File: src/rtl/counter_pkg.sv
// counter_pkg
// Shared definitions for the LED ripple counter front end: the debounce
// state encoding, default timing constants and a counter-width helper.
// No ports (package).

package counter_pkg;

  typedef enum logic [1:0] {
    STABLE_LO,
    CHK_HI,
    STABLE_HI,
    CHK_LO
  } db_state_t;

  localparam int DIV_DEFAULT       = 25_000_000;
  localparam int DB_CYCLES_DEFAULT = 1_000_000;

  // Width needed to count 0..n-1. A counter is never narrower than one bit,
  // even when n is 1 and there is nothing to count.
  function automatic int cnt_width(input int n);
    return (n <= 1) ? 1 : $clog2(n);
  endfunction

endpackage

File: src/rtl/sync_2ff.sv
// sync_2ff
// Two-flop synchroniser for a single asynchronous board input. The first
// flop may go metastable; only the second flop's output is used.
// Ports:
//   clk   - destination clock
//   rst_n - asynchronous active-low reset, clears both flops to 0
//   d     - raw asynchronous input
//   q     - synchronised copy of d, two clk edges late

module sync_2ff (
  input  logic clk,
  input  logic rst_n,
  input  logic d,
  output logic q
);

  logic meta;

  // Shift the raw input through two flops so that q only ever changes on
  // a clean clk edge, giving the first flop a full cycle to resolve.
  always_ff @(posedge clk or negedge rst_n) begin
    if (!rst_n) begin
      meta <= 1'b0;
      q    <= 1'b0;
    end else begin
      meta <= d;
      q    <= meta;
    end
  end

endmodule

File: src/rtl/counter_input_conditioner.sv
// counter_input_conditioner
// Front end of the 8-LED ripple counter. Synchronises and debounces the raw
// slide switch into a clean run level, and divides clk down into a slow,
// evenly spaced one-cycle tick that clocks the counter's first stage.
// Parameters:
//   DIV       - tick period in clk cycles (>= 2)
//   DB_CYCLES - stable synchronised cycles needed to accept a switch change (>= 1)
// Ports:
//   clk     - system clock, all state changes on its rising edge
//   rst_n   - asynchronous active-low reset
//   SW      - raw, bouncing slide switch
//   run     - debounced switch level, 1 = counting enabled
//   tick    - one-cycle pulse every DIV cycles while run is 1
//   sw_rise - one-cycle pulse in the cycle after run goes 0->1
//   sw_fall - one-cycle pulse in the cycle after run goes 1->0

module counter_input_conditioner
  import counter_pkg::*;
#(
  parameter int DIV       = DIV_DEFAULT,
  parameter int DB_CYCLES = DB_CYCLES_DEFAULT
) (
  input  logic clk,
  input  logic rst_n,
  input  logic SW,
  output logic run,
  output logic tick,
  output logic sw_rise,
  output logic sw_fall
);

  localparam int DB_W  = cnt_width(DB_CYCLES);
  localparam int DIV_W = $clog2(DIV);

  localparam logic [DB_W-1:0]  DB_LAST  = DB_W'(DB_CYCLES - 1);
  localparam logic [DIV_W-1:0] DIV_LAST = DIV_W'(DIV - 1);

  logic            sw_s;
  db_state_t       state;
  db_state_t       state_next;
  logic [DB_W-1:0] db_cnt;
  logic [DB_W-1:0] db_cnt_next;
  logic            run_next;
  logic [DIV_W-1:0] div_cnt;

  sync_2ff u_sync (
    .clk   (clk),
    .rst_n (rst_n),
    .d     (SW),
    .q     (sw_s)
  );

  // Debounce state register. run and the edge pulses are registered next to
  // the state so that no output ever has a combinational path from SW.
  always_ff @(posedge clk or negedge rst_n) begin
    if (!rst_n) begin
      state   <= STABLE_LO;
      db_cnt  <= '0;
      run     <= 1'b0;
      sw_rise <= 1'b0;
      sw_fall <= 1'b0;
    end else begin
      state   <= state_next;
      db_cnt  <= db_cnt_next;
      run     <= run_next;
      sw_rise <= run_next & ~run;
      sw_fall <= ~run_next & run;
    end
  end

  // Next-state logic. A change of sw_s opens a check window; the new level
  // is accepted only after DB_CYCLES further agreeing samples, and any
  // reversal drops straight back to the old stable state so the count
  // always restarts from zero on the next attempt.
  always_comb begin
    state_next  = state;
    db_cnt_next = db_cnt;
    case (state)
      STABLE_LO: begin
        if (sw_s) begin
          state_next  = CHK_HI;
          db_cnt_next = '0;
        end
      end
      CHK_HI: begin
        if (!sw_s) begin
          state_next = STABLE_LO;
        end else if (db_cnt == DB_LAST) begin
          state_next = STABLE_HI;
        end else begin
          db_cnt_next = db_cnt + 1'b1;
        end
      end
      STABLE_HI: begin
        if (!sw_s) begin
          state_next  = CHK_LO;
          db_cnt_next = '0;
        end
      end
      CHK_LO: begin
        if (sw_s) begin
          state_next = STABLE_HI;
        end else if (db_cnt == DB_LAST) begin
          state_next = STABLE_LO;
        end else begin
          db_cnt_next = db_cnt + 1'b1;
        end
      end
      default: begin
        state_next  = STABLE_LO;
        db_cnt_next = '0;
      end
    endcase
  end

  // The accepted level is a pure function of the state: it stays high while
  // merely checking a possible fall and stays low while checking a rise.
  always_comb begin
    run_next = (state_next == STABLE_HI) || (state_next == CHK_LO);
  end

  // Prescaler. Decisions use the pre-edge run, so a wrap coinciding with
  // the edge where run falls still produces its final tick, and the counter
  // is held at zero from then on.
  always_ff @(posedge clk or negedge rst_n) begin
    if (!rst_n) begin
      div_cnt <= '0;
      tick    <= 1'b0;
    end else if (!run) begin
      div_cnt <= '0;
      tick    <= 1'b0;
    end else if (div_cnt == DIV_LAST) begin
      div_cnt <= '0;
      tick    <= 1'b1;
    end else begin
      div_cnt <= div_cnt + 1'b1;
      tick    <= 1'b0;
    end
  end

endmodule

File: config.mk
export PLATFORM = sky130hd
export DESIGN_NAME = counter_input_conditioner
export DESIGN_NICKNAME = d
export VERILOG_FILES = /design/src/rtl/counter_pkg.sv /design/src/rtl/sync_2ff.sv /design/src/rtl/counter_input_conditioner.sv
export SDC_FILE = /design/constraint.sdc
export NUM_CORES = 1
export LEC_CHECK = 0
export BUFFER_PORTS_ARGS = -buffer_cell sky130_fd_sc_hd__clkbuf_2
export CORE_MARGIN = 5
export CORE_UTILIZATION = 50
export DETAILED_ROUTE_END_ITERATION = 10
export HOLD_SLACK_MARGIN = 0.15
export PLACE_DENSITY = 0.73
export SETUP_SLACK_MARGIN = 0.1
export SLEW_MARGIN = 20
export SYNTH_ARGS = -nofsm -noshare
export SYNTH_HDL_FRONTEND = slang
export SYNTH_SLANG_ARGS = --single-unit
File: constraint.sdc
create_clock -name clk -period 2.3 [get_ports clk]
set_input_delay 0.46 -clock clk [delete_from_list [all_inputs] [get_ports clk]]
set_output_delay 0.46 -clock clk [all_outputs]
set_load 0.005 [all_outputs]
# After elaboration in Yosys (flattened, before gate mapping)
# Cells that the tools add are included.
[op_classes]
shift = 0
muxes = 17
multipliers = 0
addsub = 2
n_eq_ne = 11
div_mod_pow = 0
bitwise = 4
magnitude_cmp = 0
n_reduce_logical = 3
[op_table]
columns = ["op", "count"]
rows = [
  ["two-way mux 20 bit", 5],
  ["case mux 20 bit (4 select lines)", 1],
  ["two-way mux 25 bit", 2],
  ["adder 25 x 1 -> 25 bit (second input constant)", 1],
  ["== test 25 bit (second input constant)", 1],
  ["adder 20 x 1 -> 20 bit (second input constant)", 1],
  ["== test 20 bit (second input constant)", 1],
  ["two-way mux 2 bit", 6],
  ["== test 2 bit (second input constant)", 4],
  ["case mux 2 bit (4 select lines)", 1],
  ["!= test 2 x 1 -> 1 bit (second input constant)", 2],
  ["!= test 2 bit (second input constant)", 2],
  ["AND reduction 4 bit", 1],
  ["AND 1 bit", 2],
  ["== test 2 x 1 -> 1 bit (second input constant)", 1],
  ["logical NOT 2 bit", 1],
  ["two-way mux 1 bit", 2],
  ["NOT 1 bit", 2],
  ["logical OR 1 bit", 1],
]
[totals]
input_bits = 3
mem_bits_ro = 0
ff_bits = 53
output_inout_bits = 4
word_cells = 46
latchBits = 0
mem_count = 0
mem_bits_rw = 0

# Logic depth before layout (Yosys ltp)
# Gate-level depths: netlist of the first run.
[logic_depth]
depth_word = 8
ltp_mapped = 6
mapped_depth_nobuf = 5

# By module
# A second synthesis of the first run with hierarchy kept.
[hier_totals]
cells_unflattened = 285
area_unflattened_um2 = 2745.1
[modules_own_cells]
columns = ["mod", "cells_each", "seq_area_each_um2", "instances", "area_each_um2"]
rows = [
  ["counter_input_conditioner", 283, 1276.2, 1, 2695.1],
  ["sync_2ff", 2, 50.0, 1, 50.0],
]

# Worst setup path after synthesis of the first run
# OpenSTA, ideal clock, no wires.
[synth_path]
kind = "register -> register"
start = "register div_cnt[0]"
end = "register div_cnt[24]"
n_path_buf = 1
path_slack_ns = 0.204
arrival_time_ns = 2.018
stages_incl_launch_ff = 7
setup_time_ns = 0.078
t_required_ns = 2.222
synth_period_minus_slack_ns = 2.096
cell_sequence = "dfrtp_1 -> ha_1 -> nand4_2 -> or4_1 -> buf_2 -> or4_1 -> a21oi_1"
[synth_via]
elab_chain_cells = 3
word_cells_on_any_way = 4
cone_classes = "add/sub: 1; eq/ne: 1; mux: 2"
[synth_lines]
columns = ["item", "line", "rtl"]
rows = [
  ["start, declared", "counter_input_conditioner.sv:44", "logic [DIV_W-1:0] div_cnt;"],
  ["start signal, assigned", "counter_input_conditioner.sv:136", "div_cnt <= div_cnt + 1'b1;"],
  ["adder 25 x 1 -> 25 bit / == test 25 bit (equally long branches)", "counter_input_conditioner.sv:136, counter_input_conditioner.sv:132", ""],
  ["two-way mux 25 bit *", "counter_input_conditioner.sv:132", "end else if (div_cnt == DIV_LAST) begin"],
  ["two-way mux 25 bit *", "counter_input_conditioner.sv:129", "end else if (!run) begin"],
]
# Every way passes the cells marked *; elsewhere a longest branch is shown, timed or not.
# A chain may end at the register's enable or synchronous reset.

# Final worst setup path of the first run
# Same ends and word-level chain as after synthesis.

==> out/results.tsv, run 1 <==
stage	metric	value	unit
floorplan	rows	26	
worst_hold_path	whs_endpoint	u_sync.meta$_DFF_PN0_	
job	drv_cap	0	
cts	clock_latency	0.30	ns
logic_synthesis	ys.flop_type	dfrtp_1	
pwr	comb_power_share	0.048	
logic_synthesis	ys_types	38	
global_route	grt.total_usage	0.165	
worst_setup_path	crit_arrival	2.36	ns
layout	nNetsFinal	300	
sta	drv_slew	0	
worst_setup_path	cp_max_fo	9	
routing	drc	0	
logic_synthesis	ys_seq_area_frac	0.492	
worst_setup_path	rr_worst_depth	5	
worst_hold_path	min_path_cells	1	
logic_synthesis	async_flop_share	1.00	
worst_setup_path	r2r_slack	0.17	ns
sta	rsz0062_at_grt	false	
cts	cts_buffers	5	
floorplan	die_h	83.4	um
routing	antenna_left	0	
logic_synthesis	synth_area	2700	sq um
outcome	outcome	completed	
sta	fmax	469	MHz
routing	detail_route.iter0.violations	218	
layout	drive_gt1_frac	0.119	
sta	setup_viol	0	
worst_setup_path	worstSetupPathType	reg -> reg	
floorplan	start_util	0.521	
global_route	grt_pass1_wl	9.68	mm
cts	clk_path_buf_depth	2	
routing	drt-total-wl	5.54	mm
routing	via_per_inst	6.12	
pwr	p_seq_frac	0.585	
pwr	swShare	0.221	
worst_setup_path	crit_path_cell_trace	ha_2 -> nand4_2 -> or4_4 -> or4_1 -> a21oi_1	
pwr	power_density	557	nW/um^2
floorplan	io_pins	7	
worst_hold_path	hold_class	in -> reg	
routing	vias	2234	
cts	cts_tree	yes	
sta	max_slew_margin	0.626	
worst_setup_path	crit_required	2.53	ns
sta	worst_pin_slew	0.561	ns
logic_synthesis	ys_ff_latch	53	
placed_design	dpl-instance-area	2850	sq um
logic_synthesis	syn_nets	285	
layout	diodes	0	
layout	fin_area	2990	sq um
placed_design	dpl.hpwl	3.73	mm
worst_setup_path	endpoint_kind	flop	
cts	cts_root_buf	clkbuf_8	
worst_setup_path	reg2reg_from	div_cnt[0]$_DFF_PN0_	
sta	finalClockSkew	0.00315	ns
worst_setup_path	crit_path_top_delay_cell	or4_4	
sta	period_share	0.928	
logic_synthesis	synth_cells	280	
floorplan	die_x	83.4	um
global_route	antenna_found_initial	0	
cts	cts.sinks	53	
sta	setup_tns	0	ns
logic_synthesis	syn_area_per_cell	9.63	sq um
global_route	grt_pass1_vias	2149	
floorplan	core_area	5170	sq um
layout	syn_to_final_growth	10.9	%
logic_synthesis	synth_edf_count	0	
worst_hold_path	min_from	SW	
placed_design	gp_congestion	0.826	
routing	drt_first_pass_iters	4	
logic_synthesis	ys_warn_count	0	
pwr	peakVddDrop	495	uV
cts	htreeDepth	2	
pwr	p_clk_frac	0.367	
worst_setup_path	max_stage_delay	0.60	ns
global_route	grt_max_degree	22	
floorplan	die-area	6960	sq um
pwr	p_leak	1.16	nW
global_route	gr-total-overflow	0	
worst_setup_path	crit_path_start_kind	flop	
pwr	switchingPower	368	uW
sta	period_needed	2.13	ns
routing	wire_per_inst	15.2	um
worst_setup_path	r2r-end	div_cnt[24]$_DFF_PN0_	
pwr	intPower	1.30	mW
cts	clk_pin_slew	0.09	ns
placed_design	io_buffers	6	
sta	hold_violations	0	
[routing by layer]
layer / GRT usage / part of all wire / vias up / routed length (um)
li1: - / - / 1077 / -
met1: 0.230 / 0.49 / 1085 / 2700
met2: 0.249 / 0.45 / 59 / 2480
met3: 0.0356 / 0.043 / 13 / 237
met4: 0.0687 / 0.021 / 0 / 114
met5: 0 / 0 / - / 0
[cell type report]
type | instances | area [sq um]
Timing Repair Buffer | 20 | 138
Tap cell | 70 | 87.6
Clock buffer | 5 | 68.8
Multi-Input combinational cell | 205 | 1300
Sequential cell | 53 | 1330
Inverter | 10 | 37.5
Fill cell | 446 | 2180
Clock inverter | 2 | 35.0
[Yosys cell counts, drive strengths merged (6+ instances only)]
master | number | area [sq um]
dfrtp | 53 | 1330
or4 | 21 | 165
o31ai | 16 | 120
nand2 | 24 | 90.1
nand4 | 9 | 68.8
and3 | 7 | 43.8
xnor2 | 9 | 78.8
o21ai | 10 | 50.1
a21oi | 27 | 139
nand3 | 16 | 80.1
nor2 | 20 | 75.1
clkbuf | 9 | 33.8
inv | 10 | 37.5
or3 | 6 | 37.5
[metrics by stage]
stage / utilization / power (mW) / setup slack [ns] / cells / hold WS, ns
6_report: 0.578 / 1.66 / 0.167 / 365 / 0.259
5_1_grt: 0.578 / 1.74 / 0.0368 / 365 / 0.248
4_1_cts: 0.573 / 1.68 / 0.152 / 362 / 0.249
3_5_place_dp: 0.550 / 1.07 / 0.0401 / 354 / 0.335
3_3_place_gp: 0.550 / 1.07 / 0.118 / 354 / 0.338
2_1_floorplan: - / 1.03 / 0.204 / 280 / 0.164
[cells by family (layout without fill, tap and decap cells)]
logic type / count (synthesis) / in the layout / synth area share
multiplexers: 4 / 4 / 0.0153
AND/OR/NAND/NOR: 124 / 124 / 0.264
adder cells (fa/ha/maj): 2 / 2 / 0.00928
buffers and inverters: 22 / 37 / 0.0339
flip-flops: 53 / 53 / 0.492
AO/OA/AOI/OAI: 61 / 61 / 0.141
XOR/XNOR: 14 / 14 / 0.0455
[timing repair]
action | in CTS | in global routing
resized for setup | 1 | 1
endpoints found under the hold margin | 19 | 0
hold buffers | 1 | 0
endpoints found under the setup margin | 3 | 3
setup buffers | 0 | 3
pin swaps | 0 | 1
[registers in the layout, summed over array words and instances (netlist names)]
register,count
u_sync.meta,1
db_cnt,20
sw_fall,1
sw_rise,1
run,1
u_sync.q,1
div_cnt,25
tick,1
state,2
[power groups by stage]
stage | clock network [mW] | logic (mW) | registers [mW]
6_report | 0.610 | 0.0801 | 0.974
5_1_grt | 0.669 | 0.0941 | 0.979
4_1_cts | 0.625 | 0.0819 | 0.974
3_5_place_dp | 0 | 0.0800 | 0.993
3_3_place_gp | 0 | 0.0794 | 0.991
2_1_floorplan | 0 | 0.0447 | 0.987
[placed cells by master (no fill, tap or decap), types with 4 or more instances in the layout]
master	n
o31ai_1	16
and3_1	7
nor2_1	20
a21oi_1	26
clkbuf_2	6
or4_1	18
and4_1	4
o21ai_0	10
clkbuf_8	5
nor4_1	5
xor2_1	5
buf_4	13
dfrtp_1	53
or3_1	6
inv_1	10
nor3_1	4
nand4_1	7
xnor2_1	9
nand2_1	24
nand3_1	16
[worst max-delay path by stage]
stage                    startpoint                     to  slack [ns]
2_1_floorplan  div_cnt[0]$_DFF_PN0_  div_cnt[24]$_DFF_PN0_        0.20
3_3_place_gp   div_cnt[0]$_DFF_PN0_  div_cnt[24]$_DFF_PN0_        0.12
3_5_place_dp   div_cnt[0]$_DFF_PN0_  div_cnt[24]$_DFF_PN0_        0.04
4_1_cts        div_cnt[0]$_DFF_PN0_  div_cnt[24]$_DFF_PN0_        0.15
5_1_grt        div_cnt[0]$_DFF_PN0_  div_cnt[24]$_DFF_PN0_        0.04
6_report       div_cnt[0]$_DFF_PN0_  div_cnt[24]$_DFF_PN0_        0.17
[worst max-delay path: cells and delay by family, from the launching register on]
kind	cells	cell delay [ns]
compound gates	1	0.17
flops	1	0.39
fa+ha+maj	1	0.23
simple gates	3	1.26
Note: power is estimated with default switching activity, not from simulation.
==> inputs of run 2 (changes only) <==
--- a/config.mk
+++ b/config.mk
@@ -6,5 +6,5 @@
 export NUM_CORES = 1
 export LEC_CHECK = 0
-export BUFFER_PORTS_ARGS = -buffer_cell sky130_fd_sc_hd__clkbuf_2
+export BUFFER_PORTS_ARGS = -buffer_cell sky130_fd_sc_hd__buf_4
 export CORE_MARGIN = 5
 export CORE_UTILIZATION = 50
==> constraint.sdc (replaced) <==
create_clock -name clk -period 2.3 [get_ports clk]
set_input_delay 0.23 -clock clk [delete_from_list [all_inputs] [get_ports clk]]
set_output_delay 0.23 -clock clk [all_outputs]
set_load 0.005 [all_outputs]
==> run 2 against run 1 <==
Net effect: global-route usage rose by 0.15 points; die area did not move; first-iteration DRC count fell by 38%; setup slack improved by 0.076 ns; sequential power barely moved; critical endpoint is now div_cnt[19]$_DFF_PN0_.
==> out/results.tsv, run 2 (same netlist as run 1, synthesis figures left out) <==
stage	metric	value	unit
routing	via_per_inst	6.00	
routing	vias	2185	
sta	setup_viol	0	
routing	drt-total-wl	5.49	mm
worst_setup_path	cp_max_fo	11	
worst_setup_path	rr_worst_depth	4	
sta	max_slew_margin	0.559	
sta	drv_slew	0	
floorplan	core_area	5170	sq um
sta	rsz0062_at_grt	false	
pwr	comb_power_share	0.051	
pwr	finalPower	1.57	mW
cts	cts_root_buf	clkbuf_8	
layout	largest-register	div_cnt	
routing	drc	0	
sta	hold_violations	0	
global_route	grt.total_usage	0.167	
worst_hold_path	hold_class	reg -> reg	
global_route	grt_max_degree	54	
pwr	power_density	529	nW/um^2
cts	clk_pin_slew	0.10	ns
worst_setup_path	reg2reg_from	div_cnt[6]$_DFF_PN0_	
worst_hold_path	whs_endpoint	u_sync.q$_DFF_PN0_	
global_route	grt_pass1_vias	2116	
layout	final_cell_mix	dfrtp_1 (53), a21oi_1 (26), nand2_1 (24), nor2_1 (20), or4_1 (18)	
layout	final_common_cell	dfrtp_1	
cts	cts_tree	yes	
layout	largest_reg_flops	25	
cts	cts.sinks	53	
worst_setup_path	crit_required	2.54	ns
floorplan	die-area	6960	sq um
pwr	peakVddDrop	408	uV
worst_setup_path	endpoint_kind	flop	
pwr	intPower	1.19	mW
floorplan	rows	26	
layout	nFillCells	450	
cts	htreeDepth	2	
worst_setup_path	r2r-end	div_cnt[19]$_DFF_PN0_	
floorplan	start_util	0.521	
pwr	switchingPower	382	uW
pwr	p_leak	1.15	nW
global_route	grt_pass1_wl	9.75	mm
worst_hold_path	min_path_cells	0	
sta	finalClockSkew	0.00550	ns
layout	nNetsFinal	298	
job	drv_cap	0	
floorplan	die_h	83.4	um
routing	wire_per_inst	15.1	um
layout	reg_top3	div_cnt (25), db_cnt (20), state (2)	
floorplan	io_pins	7	
global_route	gr-total-overflow	0	
layout	diodes	0	
routing	antenna_left	0	
sta	period_share	0.894	
pwr	p_clk_frac	0.330	
routing	detail_route.iter0.violations	136	
worst_hold_path	min_from	u_sync.meta$_DFF_PN0_	
pwr	p_seq_frac	0.619	
placed_design	dpl.hpwl	3.75	mm
global_route	top_usage_layer	met2	
global_route	grtUsageMet1	0.237	
worst_setup_path	crit_arrival	2.30	ns
layout	drive_gt1_frac	0.112	
global_route	antenna_found_initial	0	
sta	fmax	486	MHz
sta	worst_pin_slew	0.661	ns
pwr	swShare	0.243	
cts	clock_latency	0.31	ns
placed_design	gp_congestion	0.819	
floorplan	die_x	83.4	um
placed_design	io_buffers	6	
outcome	outcome	completed	
routing	drt_first_pass_iters	4	
global_route	grt_use_met2	0.257	
cts	cts_buffers	5	
global_route	use_met3	0.0317	
sta	period_needed	2.06	ns
worst_setup_path	worstSetupPathType	reg -> reg	
sta	setup_tns	0	ns
cts	clk_path_buf_depth	2	
worst_setup_path	r2r_slack	0.24	ns
layout	syn_to_final_growth	10.3	%
worst_setup_path	crit_path_start_kind	flop	
## run 2: routing by layer
layer	share of wire	vias to the layer above	wire length, um
met3	0.028	8	155
li1	-	1070	-
met4	0.013	0	73
met5	0	-	0
met1	0.49	1078	2680
met2	0.47	29	2580
## run 2: power by group through the flow
stage	sequential, mW	clock [mW]	combinational, mW
3_5_place_dp	0.992	0	0.0803
2_1_floorplan	0.987	0	0.0447
6_report	0.974	0.518	0.0802
5_1_grt	0.980	0.574	0.0934
4_1_cts	0.974	0.540	0.0831
3_3_place_gp	0.991	0	0.0776
## run 2: how the worst max path moves through the flow
stage / from / to / slack (ns)
floorplan: div_cnt[0]$_DFF_PN0_ / div_cnt[24]$_DFF_PN0_ / 0.20
global placement: div_cnt[0]$_DFF_PN0_ / div_cnt[24]$_DFF_PN0_ / 0.12
detailed placement: div_cnt[0]$_DFF_PN0_ / div_cnt[24]$_DFF_PN0_ / 0.05
CTS: div_cnt[0]$_DFF_PN0_ / div_cnt[24]$_DFF_PN0_ / 0.15
global route: div_cnt[10]$_DFF_PN0_ / div_cnt[20]$_DFF_PN0_ / 0.10
finish: div_cnt[6]$_DFF_PN0_ / div_cnt[19]$_DFF_PN0_ / 0.24
## run 2: area by class of cell
class                   count  area, sq um  area share
multi-input cells         205         1300       0.436
clock inverters             3         17.5     0.00589
flip-flops and latches     53         1330       0.446
clock buffers               5         68.8      0.0231
repair buffers             18          140      0.0471
well taps                  70         87.6      0.0294
inverters                  10         37.5      0.0126
## run 2: through the flow
stage / cell area [sq um] / utilization / hold WS [ns] / setup slack, ns / instances
floorplan: 2700 / - / -0.0656 / 0.204 / 280
global placement: 2850 / 0.552 / 0.314 / 0.116 / 353
detailed placement: 2850 / 0.552 / 0.317 / 0.0471 / 353
CTS: 2960 / 0.573 / 0.363 / 0.150 / 363
global route: 2970 / 0.575 / 0.387 / 0.100 / 364
finish: 2970 / 0.575 / 0.360 / 0.243 / 364
## run 2: what timing repair did
item,in CTS,in global routing
pin swaps,0,1
gates resized for setup,1,1
endpoints found under the setup margin,3,3
setup buffers,0,1
hold buffers,2,0
gates cloned,0,0
hold endpoints to repair,54,0
## run 2: worst max-delay path, cell delays in order (launching register included)
cell,delay [ns]
dfrtp_1,0.46
nand4_2,0.24
or4_4,0.65
or4_1,0.49
a21oi_1,0.15
